## src/rtl/planta_pkg.sv

```systemverilog
// planta_pkg: shared definitions for the watering path.
//   - estado_t: pump controller state encodings as seen on the estado output.
//   - TipoMin/TipoMax: valid plant-type range.
//   - mult_riego(): duration multiplier for a plant type (0 for invalid types).
//     The threshold logic also uses it.
package planta_pkg;

    typedef enum logic [1:0] {
        StReposo  = 2'd0,
        StRegando = 2'd1,
        StEspera  = 2'd2,
        StFalla   = 2'd3
    } estado_t;

    localparam logic [3:0] TipoMin   = 4'd1;
    localparam logic [3:0] TipoMax   = 4'd3;
    localparam logic [3:0] CiclosSat = 4'd15;

    // Multiplier applied to the base watering time; 0 marks a type that never waters.
    function automatic int unsigned mult_riego(input logic [3:0] tipo);
        if (tipo >= TipoMin && tipo <= TipoMax) begin
            return {28'd0, tipo};
        end
        return 0;
    endfunction

    function automatic logic tipo_valido(input logic [3:0] tipo);
        return mult_riego(tipo) != 0;
    endfunction

endpackage

```

## src/rtl/divisor_tick.sv

```systemverilog
// divisor_tick: prescaler producing a one-cycle tick every TICK_DIV clocks.
//   clk  in   system clock
//   rst  in   synchronous active-high reset
//   clr  in   synchronous clear; the next tick comes TICK_DIV cycles later
//   tick out  one-cycle pulse
module divisor_tick #(
    parameter int unsigned TICK_DIV = 50_000_000
) (
    input  logic clk,
    input  logic rst,
    input  logic clr,
    output logic tick
);

    localparam int unsigned W = (TICK_DIV > 1) ? $clog2(TICK_DIV) : 1;

    logic [W-1:0] cnt_q, cnt_d;

    assign tick = (cnt_q == W'(TICK_DIV - 1));

    always_comb begin
        cnt_d = cnt_q + W'(1);
        if (clr || tick) begin
            cnt_d = '0;
        end
    end

    always_ff @(posedge clk) begin
        if (rst) begin
            cnt_q <= '0;
        end else begin
            cnt_q <= cnt_d;
        end
    end

endmodule

```

## src/rtl/control_bomba.sv

```systemverilog
// control_bomba: pump driver for the watering request.
// Runs the pump for tipoPlanta*RIEGO_S ticks, soaks for ESPERA_S ticks, then
// re-checks regar. Optional fault lockout with macro CONTROL_BOMBA_FALLA_EN.
//   clk         in   system clock
//   rst         in   synchronous active-high reset
//   regar       in   watering request (level)
//   tipoPlanta  in   plant type, 1..3 valid
//   habilitar   in   master enable, low aborts watering
//   rearme      in   clears FALLA
//   bomba       out  pump relay drive (registered)
//   estado      out  current state (0 REPOSO, 1 REGANDO, 2 ESPERA, 3 FALLA)
//   ciclos      out  consecutive pulses in the current request
//   falla       out  high while in FALLA
module control_bomba
    import planta_pkg::*;
#(
    parameter int unsigned TICK_DIV   = 50_000_000,
    parameter int unsigned RIEGO_S    = 5,
    parameter int unsigned ESPERA_S   = 30,
    parameter int unsigned MAX_CICLOS = 4
) (
    input  logic       clk,
    input  logic       rst,
    input  logic       regar,
    input  logic [3:0] tipoPlanta,
    input  logic       habilitar,
    input  logic       rearme,
    output logic       bomba,
    output logic [1:0] estado,
    output logic [3:0] ciclos,
    output logic       falla
);

    localparam int unsigned MaxS = (RIEGO_S > ESPERA_S) ? RIEGO_S : ESPERA_S;
    localparam int unsigned CntW = $clog2(3 * MaxS + 1);

    estado_t         state_q, state_d;
    logic [CntW-1:0] cnt_q, cnt_d;
    logic [3:0]      ciclos_q, ciclos_d;
    logic [3:0]      tipo_q, tipo_d;
    logic            bomba_q;
    logic            tick;
    logic            limite;

    // Clearing on every state change makes each timed state exactly N*TICK_DIV long.
    divisor_tick #(
        .TICK_DIV (TICK_DIV)
    ) u_divisor (
        .clk  (clk),
        .rst  (rst),
        .clr  (state_d != state_q),
        .tick (tick)
    );

    assign limite = (ciclos_q >= 4'(MAX_CICLOS));

    always_comb begin
        state_d  = state_q;
        cnt_d    = cnt_q;
        ciclos_d = ciclos_q;
        tipo_d   = tipo_q;
        case (state_q)
            StReposo: begin
                ciclos_d = '0;
                if (habilitar && regar && tipo_valido(tipoPlanta)) begin
                    state_d = StRegando;
                    tipo_d  = tipoPlanta;
                    cnt_d   = CntW'(mult_riego(tipoPlanta) * RIEGO_S);
                end
            end
            StRegando: begin
                // Enable loss wins over a tick expiring on the same cycle.
                if (!habilitar) begin
                    state_d  = StReposo;
                    ciclos_d = '0;
                end else if (tick) begin
                    if (cnt_q == CntW'(1)) begin
                        state_d  = StEspera;
                        cnt_d    = CntW'(ESPERA_S);
                        ciclos_d = (ciclos_q == CiclosSat) ? ciclos_q : ciclos_q + 4'd1;
                    end else begin
                        cnt_d = cnt_q - CntW'(1);
                    end
                end
            end
            StEspera: begin
                if (!habilitar) begin
                    state_d  = StReposo;
                    ciclos_d = '0;
                end else if (tick) begin
                    if (cnt_q == CntW'(1)) begin
                        if (!regar) begin
                            state_d  = StReposo;
                            ciclos_d = '0;
                        end else
`ifdef CONTROL_BOMBA_FALLA_EN
                        if (limite) begin
                            state_d = StFalla;
                        end else
`endif
                        begin
                            state_d = StRegando;
                            cnt_d   = CntW'(mult_riego(tipo_q) * RIEGO_S);
                        end
                    end else begin
                        cnt_d = cnt_q - CntW'(1);
                    end
                end
            end
            StFalla: begin
`ifdef CONTROL_BOMBA_FALLA_EN
                if (rearme) begin
                    state_d  = StReposo;
                    ciclos_d = '0;
                end
`else
                state_d  = StReposo;
                ciclos_d = '0;
`endif
            end
            default: begin
                state_d  = StReposo;
                ciclos_d = '0;
            end
        endcase
    end

    always_ff @(posedge clk) begin
        if (rst) begin
            state_q  <= StReposo;
            cnt_q    <= '0;
            ciclos_q <= '0;
            tipo_q   <= '0;
            bomba_q  <= 1'b0;
        end else begin
            state_q  <= state_d;
            cnt_q    <= cnt_d;
            ciclos_q <= ciclos_d;
            tipo_q   <= tipo_d;
            bomba_q  <= (state_d == StRegando);
        end
    end

    assign bomba  = bomba_q;
    assign estado = state_q;
    assign ciclos = ciclos_q;

`ifdef CONTROL_BOMBA_FALLA_EN
    logic falla_q;

    always_ff @(posedge clk) begin
        if (rst) begin
            falla_q <= 1'b0;
        end else begin
            falla_q <= (state_d == StFalla);
        end
    end

    assign falla = falla_q;
`else
    // Without lockout rearme and the pulse limit have no effect.
    logic unused_cfg;
    assign unused_cfg = rearme ^ limite;
    assign falla = 1'b0;
`endif

endmodule

```

## config.mk

```make
export PLATFORM = sky130hd
export DESIGN_NAME = control_bomba
export DESIGN_NICKNAME = d
export VERILOG_FILES = /design/src/rtl/planta_pkg.sv /design/src/rtl/divisor_tick.sv /design/src/rtl/control_bomba.sv
export SDC_FILE = /design/constraint.sdc
export NUM_CORES = 1
export LEC_CHECK = 0
export ABC_AREA = 1
export BUFFER_PORTS_ARGS = -buffer_cell sky130_fd_sc_hd__clkbuf_2
export CORE_ASPECT_RATIO = 0.7
export CORE_UTILIZATION = 45
export CTS_BUF_LIST = sky130_fd_sc_hd__clkbuf_4
export CTS_CLUSTER_SIZE = 20
export DETAILED_ROUTE_END_ITERATION = 10
export PLACE_DENSITY = 0.62
export SLEW_MARGIN = 20
export SYNTH_ARGS = -nofsm -noshare
export SYNTH_HDL_FRONTEND = slang
export SYNTH_SLANG_ARGS = --single-unit
```

## constraint.sdc

```tcl
create_clock -name clk -period 3.4 [get_ports clk]
set_clock_uncertainty 0.15 [all_clocks]
set_input_delay 0.34 -clock clk [delete_from_list [all_inputs] [get_ports clk]]
set_output_delay 0.34 -clock clk [all_outputs]
set_load 0.005 [all_outputs]
```

Word-level counts from Yosys, hierarchy flattened
Index checks and enable logic that the tools add are counted.

storage, ports and cells
  flip-flop bits (word level) = 44
  input bits = 9
  logic and storage cells = 98

cells by class
  add/sub/neg operators = 3
  multiply operators = 2
  $lt $le $gt $ge = 4
  equal/unequal tests = 20
  muxes and demuxes = 50
  reductions and logical operators = 13

operator list
  operator                                                                              count
  32-bit two-way mux                                                                    10
  32-bit by 3-bit multiplier with 7-bit output (second input constant)                  2
  7-bit two-way mux                                                                     8
  4-bit two-way mux                                                                     11
  32-bit nonzero test                                                                   1
  26-bit by 1-bit adder with 26-bit output (second input constant)                      1
  26-bit == test (second input constant)                                                1
  7-bit one-hot mux with 3 select lines                                                 1
  3-bit inequality test (second input constant)                                         5
  2-bit two-way mux                                                                     7
  4-bit one-hot mux with 3 select lines                                                 1
  1-bit two-way mux                                                                     11
  4-bit by 1-bit greater-or-equal comparator with 1-bit output (second input constant)  2
  4-bit by 2-bit less-or-equal comparator with 1-bit output (second input constant)     2
  2-bit one-hot mux with 4 select lines                                                 1
  7-bit by 1-bit == test with 1-bit output (second input constant)                      1
  7-bit AND reduction                                                                   1
  7-bit by 1-bit subtractor with 7-bit output (second input constant)                   1
  2-bit inequality test (second input constant)                                         3
  3-bit by 2-bit inequality test with 1-bit output (second input constant)              2
  6-bit AND reduction                                                                   1
  4-bit by 1-bit adder with 4-bit output (second input constant)                        1
  2-bit by 1-bit == test with 1-bit output (second input constant)                      2
  2-bit == test (second input constant)                                                 2
  other kinds (9)                                                                       14

Longest topological paths before layout
Gate-level depths: netlist of the first run.

  depth after elaboration = 20
  depth in mapped cells = 16
  gate-level depth less buffers = 15

Hierarchy
Synthesis of the first run repeated with hierarchy kept, for this count alone.

second synthesis, totals
  cells, all modules = 462
  area total of the unflattened synthesis = 2940.3 um^2

modules (own cells, without submodules)
  module         instances  cells an instance  area each (um^2)
  divisor_tick   1          232                1483.9
  control_bomba  1          230                1456.4

Worst setup path after synthesis of the first run
Ideal clock, no wire load.

  kind = reg2reg
  from = register cnt_q[0]
  to = register u_divisor.cnt_q[16]
  setup time = 61 ps
  data arrival time = 1765 ps
  setup slack = 1423 ps
  cell stages (with the launch flop) = 15
  path buffers = 1
  period minus slack after synthesis = 1977 ps
  cells stage by stage = dfxtp_1 > ha_1 > inv_1 > nor2_1 > nand3_4 > clkinv_2 > nand3_2 > a21oi_1 > nand2_1 > nand2_2 > nor2_1 > nor2_2 > nand2_4 > buf_12 > nor2_4

between the ends
  word-level cells in the longest chain between the ends = 8
  elaborated cells on any way between the ends = 11
  classes of those cells = eq/ne: 2; mux: 7; reduce/logical: 2

ends and longest elaborated chain
  item                                          RTL line                                  text
  start: declaration                            control_bomba.sv:38                       logic [CntW-1:0] cnt_q, cnt_d;
  start signal: assignment                      control_bomba.sv:137                      cnt_q <= cnt_d;
  7-bit by 1-bit == test with 1-bit output (*)  control_bomba.sv:77, control_bomba.sv:91
  2-bit two-way mux (on tied branches)          control_bomba.sv:91, control_bomba.sv:77
  2-bit two-way mux (on tied branches)          control_bomba.sv:90, control_bomba.sv:76
  2-bit two-way mux (on tied branches)          control_bomba.sv:87, control_bomba.sv:73
  2-bit one-hot mux with 4 select lines (*)     control_bomba.sv:62                       case (state_q)
  2-bit inequality test (*)                     control_bomba.sv:51                       .clr (state_d != state_q),
  1-bit logical OR (*)                          divisor_tick.sv:23                        if (clr || tick) begin
  2-bit OR reduction (no source line) (*)       -
  end signal: assignment                        divisor_tick.sv:32                        cnt_q <= cnt_d;
  end: declaration                              divisor_tick.sv:17                        logic [W-1:0] cnt_q, cnt_d;

Every way passes the cells marked *; elsewhere a longest branch is shown, timed or not.
A chain may end at the register's enable or synchronous reset.

Final worst setup path of the first run
  from = register cnt_q[0]
  to = register u_divisor.cnt_q[24]

Same word-level chain as after synthesis.

==> results of run 1 <==
logic make-up (layout without fill, tap and decap cells):
group	Yosys count	in the layout	share of synthesized area
compound gates	37	37	0.0747
xor+xnor	26	26	0.0809
fa+ha+maj	16	16	0.0765
buf+inv	73	89	0.110
flops	44	44	0.313
other cells	2	7	0.00267
simple gates	186	186	0.342
metrics by stage:
step	instance area, um^2	cells	hold slack [ns]	setup slack (ns)	total power [W]
3_3_place_gp	2940	473	0.273	0.965	0.000740
4_1_cts	2990	480	0.0772	0.890	0.000991
2_1_floorplan	2830	389	0.263	1.42	0.000712
6_report	2990	480	0.0981	0.921	0.000979
3_5_place_dp	2940	473	0.285	0.911	0.000741
5_1_grt	2990	480	0.101	0.729	0.00105
final timing paths:
path	startpoint	endpoint	cells past startpoint
max reg2reg	cnt_q[0]$_SDFFE_PP0P_	u_divisor.cnt_q[24]$_SDFF_PP0_	14
min reg2reg	u_divisor.cnt_q[0]$_SDFF_PP0_	u_divisor.cnt_q[0]$_SDFF_PP0_	1
min	tipoPlanta[0]	tipo_q[0]$_SDFFE_PP0P_	3
max	cnt_q[0]$_SDFFE_PP0P_	u_divisor.cnt_q[24]$_SDFF_PP0_	14
power by group through the flow:
| stage | Clock (W) | Combinational (W) | Sequential [W] |
|---|---|---|---|
| 2_1_floorplan | 0 | 0.000157 | 0.000555 |
| 3_3_place_gp | 0 | 0.000183 | 0.000557 |
| 3_5_place_dp | 0 | 0.000184 | 0.000557 |
| 4_1_cts | 0.000260 | 0.000185 | 0.000546 |
| 5_1_grt | 0.000284 | 0.000214 | 0.000548 |
| 6_report | 0.000246 | 0.000187 | 0.000546 |
routing by layer:
layer | global-route usage | up-vias
li1 | - | 1240
met1 | 0.300 | 1005
met2 | 0.246 | 35
met3 | 0.0433 | 0
met4 | 0.0404 | 0
met5 | 0 | -
Yosys cell counts (3+ instances only):
| cell type | number |
|---|---|
| nor4_1 | 3 |
| nor2_4 | 13 |
| xor2_1 | 20 |
| nor2_2 | 15 |
| dfxtp_1 | 44 |
| nor2_1 | 42 |
| nand2_1 | 56 |
| inv_1 | 64 |
| ha_1 | 14 |
| nand3_1 | 27 |
| a21oi_1 | 13 |
| xnor2_1 | 6 |
| nand2_2 | 4 |
| nand3_2 | 4 |
| o21ai_0 | 15 |
| nor3_1 | 15 |
worst max-delay path, cell delays in order (launching register included):
cell	delay [ns]
dfxtp_1	0.43
ha_1	0.17
inv_1	0.04
nor2_1	0.16
nand3_4	0.18
clkinv_2	0.15
nand3_2	0.11
nand2_1	0.07
nand2_1	0.07
nand2_1	0.12
nand3_1	0.09
nand2_1	0.08
nor2_2	0.05
nand2_4	0.41
nor2_1	0.09
sequential cells by signal, indices dropped and copies added, names as in the netlist:
name and count:
tipo_q 4, cnt_q 7, ciclos 4, u_divisor.cnt_q 26, estado 2, bomba 1
cell type report:
type                    instances  area share
repair buffers                 14      0.0234
flip-flops and latches         44       0.294
multi-input cells             272       0.548
well taps                      75      0.0314
clock buffers                   6      0.0151
inverters                      68      0.0857
clock inverters                 1     0.00167
==> results.tsv, run 1 <==
stage	metric	value	unit
power_and_ir_drop	Peak VDD IR	0.277	mV
detailed_routing	WL met3	244	um
layout	most frequent cells in the layout	inv_1, nand2_1, dfxtp_1, nor2_1, nand3_1	
power_and_ir_drop	combinational power share	0.191	
sta	endpoints failing setup	0	
power_and_ir_drop	Switching Power	0.000304	W
layout	multi-input combinational cell area	1640	um^2
clock_tree	CTS max path bufs	2	
placed_design	Final HPWL DP	4.27	mm
logic_synthesis	Post-synth ARST share	0	
logic_synthesis	top cell type's share of synthesized area	0.313	
clock_tree	CTS sink count	44	
sta	Worst-Margin Slew	0.557	ns
clock_tree	cts bufs inserted	5	
critical_path	Worst R2R Setup Slack	0.92	ns
critical_path	CP Launch Type	register	
power_and_ir_drop	Sw Share	0.311	
sta	Worst slew margin	0.629	
critical_path	worst path required time	3.47	ns
clock_tree	Root Buffer Master	clkbuf_4	
detailed_routing	Iter 0 DRT Violations	116	
global_route	initial antenna violation count	0	
sta	final worst path period need	2.48	ns
layout	synthesis-to-layout area growth	6.36	%
power_and_ir_drop	leakage	1.18	nW
power_and_ir_drop	Int Pwr	0.000674	W
global_route	remaining global-route overflow	0	
clock_tree	worst-skew pair later-pin latency	0.34	ns
logic_synthesis	dominant cell type by area after synthesis	dfxtp_1	
detailed_routing	met2 WL	2.07	mm
placed_design	RePlAce Congestion	0.809	
detailed_routing	Avg WL per Cell	11.5	um
outcome	outcome	completed	
power_and_ir_drop	Power Density	327	nW/um^2
detailed_routing	router iterations before antenna repair	4	
job	Max Cap Violations	0	
logic_synthesis	Yosys cell types	36	
logic_synthesis	Synth Flop Type	dfxtp_1	
layout	Fillers	638	
logic_synthesis	cells after synthesis	384	
power_and_ir_drop	Clk pwr share	0.252	
logic_synthesis	YS warnings	0	
clock_tree	H-Tree Depth	2	
sta	Max Slew Vio Count	0	
sta	final hold vios	0	
layout	nets	430	
sta	Fmax	403	MHz
floorplanning	row count	23	
clock_tree	# Post-CTS Setup Buffers	0	
floorplanning	Initial Util	0.479	
logic_synthesis	Avg Inst Size Synth	7.33	um^2
detailed_routing	DR DRC count	0	
detailed_routing	wirelength, routed	5.53	mm
layout	commonest non-fill, non-tap cell in the layout	inv_1	
clock_tree	Clk pin slew, worst setup/hold paths	0.13	ns
detailed_routing	DR vias	2280	
floorplanning	I/O pin count	17	
global_route	GRT Overall Usage	0.188	
detailed_routing	post-route ant nets	0	
sta	setup TNS	0	ns
critical_path	Crit Path Max Fanout	26	
sta	final cycle utilization of the critical path	0.729	
logic_synthesis	Post-synth EDFFs	0	
logic_synthesis	flops & latches, synth	44	
logic_synthesis	Cell Area, Synth	2810	um^2
logic_synthesis	sequential fraction of the synthesis area	0.313	
critical_path	WP data arrival	2.55	ns
global_route	largest net degree at the start of global routing	27	
floorplanning	placeable core area	5870	um^2
floorplanning	Die H	68.2	um
power_and_ir_drop	Flop pwr share	0.557	
layout	register area	881	um^2
placed_design	IO buf count	14	
layout	Antenna Cells	0	
sta	RSZ-0062 raised after global routing	false	
clock_tree	post-CTS sizing	0	
floorplanning	die footprint	6580	um^2
critical_path	element type at the critical path end	register	
detailed_routing	Metal-1 WL	3.21	mm
layout	Layout Utilization	0.510	
detailed_routing	max layer used	met3	
hold_path	worst min-delay path class	input pin to register	
layout	share of layout cells above drive strength 1	0.156	
logic_synthesis	largest cells by area after synthesis	dfxtp_1, inv_1, nand2_1, ha_1, xor2_1	
clock_tree	TritonCTS clock tree	built	
global_route	first-pass GRT wire length	9.29	mm
global_route	vias in the first global route	2006	
detailed_routing	Vias/cell	4.75	
floorplanning	die width	96.5	um
critical_path	Crit Path Class	register to register	
clock_tree	CTS Hold Buffers Added	0	
Power figures use the tool's default switching activity.
==> run 2, diff against run 1 <==
- clock period: 3.4 -> 2.5 ns (I/O delays scaled with it)
==> run 2 against run 1 <==
Effect of this change:
- critical path depth fell by 6
- hold slack worse by 0.057 ns
- die area unchanged
- first-iteration DRC count down 21%
- global-route usage up 0.70 points
- flip-flop and latch count unchanged
- wire length grew 4.4%
- power increased by 59%
- clock-buffer cell count is 1 lower
- critical endpoint is now cnt_q[0]$_SDFFE_PP0P_
- largest power group unchanged
==> results.tsv, run 2 (synthesis results as in run 1) <==
stage	metric	value	unit	change
outcome	outcome	completed		unchanged
critical_path	Worst R2R Start	estado[0]$_SDFF_PP0_		was cnt_q[0]$_SDFFE_PP0P_
clock_tree	# Post-CTS Setup Buffers	0		unchanged
detailed_routing	post-route ant nets	0		unchanged
global_route	met2 Resource Use GR	0.250		was 0.246
layout	Reg with most FFs	u_divisor.cnt_q		unchanged
detailed_routing	Avg WL per Cell	11.9	um	was 11.5 um
global_route	met3 Resource Use GR	0.0400		was 0.0433
sta	final hold vios	0		unchanged
sta	final cycle utilization of the critical path	0.917		was 0.729
critical_path	worst path required time	2.62	ns	was 3.47 ns
hold_path	HP Start	rst		was tipoPlanta[0]
critical_path	Crit Path Class	register to register		unchanged
global_route	global route hottest layer	met1		unchanged
floorplanning	die footprint	6580	um^2	unchanged
layout	largest registers	u_divisor.cnt_q: 26 flops, cnt_q: 7 flops		unchanged
critical_path	WP data arrival	2.42	ns	was 2.55 ns
sta	Fmax	436	MHz	was 403 MHz
placed_design	Final HPWL DP	4.48	mm	was 4.27 mm
global_route	GRT Overall Usage	0.195		was 0.188
global_route	initial antenna violation count	0		unchanged
global_route	grt met1 use	0.317		was 0.300
critical_path	element type at the critical path end	register		unchanged
layout	Antenna Cells	0		unchanged
floorplanning	Initial Util	0.479		unchanged
placed_design	IO buf count	14		unchanged
detailed_routing	DR vias	2325		was 2280
layout	nets	435		was 430
sta	setup TNS	0	ns	unchanged
detailed_routing	Vias/cell	4.79		was 4.75
job	Max Cap Violations	0		unchanged
clock_tree	worst-skew pair later-pin latency	0.36	ns	was 0.34 ns
clock_tree	H-Tree Depth	2		unchanged
layout	most frequent cells in the layout	inv_1, nand2_1, dfxtp_1, nor2_1, nand3_1		unchanged
layout	commonest non-fill, non-tap cell in the layout	inv_1		unchanged
layout	share of layout cells above drive strength 1	0.166		was 0.156
sta	WHS	0.0412	ns	was 0.0981 ns
sta	endpoints failing setup	0		unchanged
clock_tree	CTS max path bufs	2		unchanged
global_route	vias in the first global route	2012		was 2006
layout	max reg flops	26		unchanged
floorplanning	placeable core area	5870	um^2	unchanged
hold_path	worst min-delay path class	input pin to register		unchanged
detailed_routing	Iter 0 DRT Violations	92		was 116
power_and_ir_drop	leakage	1.22	nW	was 1.18 nW
power_and_ir_drop	Power Density	502	nW/um^2	was 327 nW/um^2
sta	RSZ-0062 raised after global routing	false		unchanged
clock_tree	Root Buffer Master	clkbuf_4		unchanged
critical_path	CP Launch Type	register		unchanged
clock_tree	CTS sink count	44		unchanged
layout	Fillers	615		was 638
floorplanning	I/O pin count	17		unchanged
layout	Final Instance Area	3090	um^2	was 2990 um^2
detailed_routing	wirelength, routed	5.77	mm	was 5.53 mm
power_and_ir_drop	Peak VDD IR	0.294	mV	was 0.277 mV
global_route	remaining global-route overflow	0		unchanged
global_route	first-pass GRT wire length	9.71	mm	was 9.29 mm
placed_design	RePlAce Congestion	0.808		was 0.809
clock_tree	Clk pin slew, worst setup/hold paths	0.14	ns	was 0.13 ns
critical_path	Crit Path Max Fanout	9		was 26
global_route	largest net degree at the start of global routing	14		was 27
sta	final worst path period need	2.29	ns	was 2.48 ns
placed_design	DP Area	2990	um^2	was 2940 um^2
floorplanning	die width	96.5	um	unchanged
floorplanning	row count	23		unchanged
detailed_routing	DR DRC count	0		unchanged
critical_path	CP Launch Point	estado[0]$_SDFF_PP0_		was cnt_q[0]$_SDFFE_PP0P_
sta	Max Slew Vio Count	0		unchanged
detailed_routing	router iterations before antenna repair	4		unchanged
floorplanning	Die H	68.2	um	unchanged
clock_tree	TritonCTS clock tree	built		unchanged
layout	synthesis-to-layout area growth	9.96	%	was 6.36%
clock_tree	cts bufs inserted	5		unchanged
==> run 2: changes by cell type in the layout (fill, tap and decap cells not counted), sizes merged <==
cell         delta
bufinv          +2
clkbuf          -1
buf             +4
clkinv          -1
dlygate4sd3     +1
==> run 2: path summary, 6_finish.rpt <==
path	to	slack, ns	cells past startpoint
setup / recovery	cnt_q[0]$_SDFFE_PP0P_	0.21	8
setup reg to reg	cnt_q[0]$_SDFFE_PP0P_	0.21	8
hold / removal	estado[1]$_SDFF_PP0_	0.04	2
hold reg to reg	u_divisor.cnt_q[0]$_SDFF_PP0_	0.31	1
==> run 2: timing repair <==
item,CTS,global route
hold buffers,1,0
endpoints found under the setup margin,0,1
endpoints found under the hold margin,1,0
resized for setup,0,1
==> run 2: worst max-delay path: stages (launching register included) <==
cell and delay, ns:
dfxtp_1 0.39, inv_1 0.14, ha_1 0.39, inv_1 0.17, o21ai_0 0.18, nand3_1 0.24, inv_1 0.28, o21ai_0 0.11
a31oi_1 0.15
==> run 2: power by group <==
group | switching [W] | internal [W] | total, W | leakage, nW
sequential | 0.0000182 | 0.000725 | 0.000743 | 0.356
combinational | 0.000180 | 0.0000941 | 0.000274 | 0.817
clock | 0.000231 | 0.000306 | 0.000537 | 0.0513
==> run 2: cell type report <==
| cell class | instances | area, um^2 | share of cell area |
|---|---|---|---|
| clock buffers | 5 | 37.5 | 0.0121 |
| clock inverters | 2 | 60.1 | 0.0194 |
| inverters | 68 | 256 | 0.0829 |
| multi-input cells | 272 | 1640 | 0.531 |
| flip-flops and latches | 44 | 882 | 0.285 |
| well taps | 75 | 93.8 | 0.0303 |
| repair buffers | 19 | 123 | 0.0396 |
==> run 2: routing by layer <==
layer	wire length [um]	vias up	part of all wire
li1	-	1252	-
met1	3390	1025	0.59
met2	2120	43	0.37
met3	212	5	0.037
met4	44	0	0.0076
met5	0	-	0
==> run 2: through the flow <==
stage	setup slack, ns	power [W]	utilization	cells
floorplan	0.523	0.000968	-	389
global placement	0.262	0.00103	0.509	477
detailed placement	0.219	0.00103	0.509	477
CTS	0.188	0.00158	0.527	485
global route	0.0115	0.00165	0.527	485
finish	0.208	0.00155	0.527	485
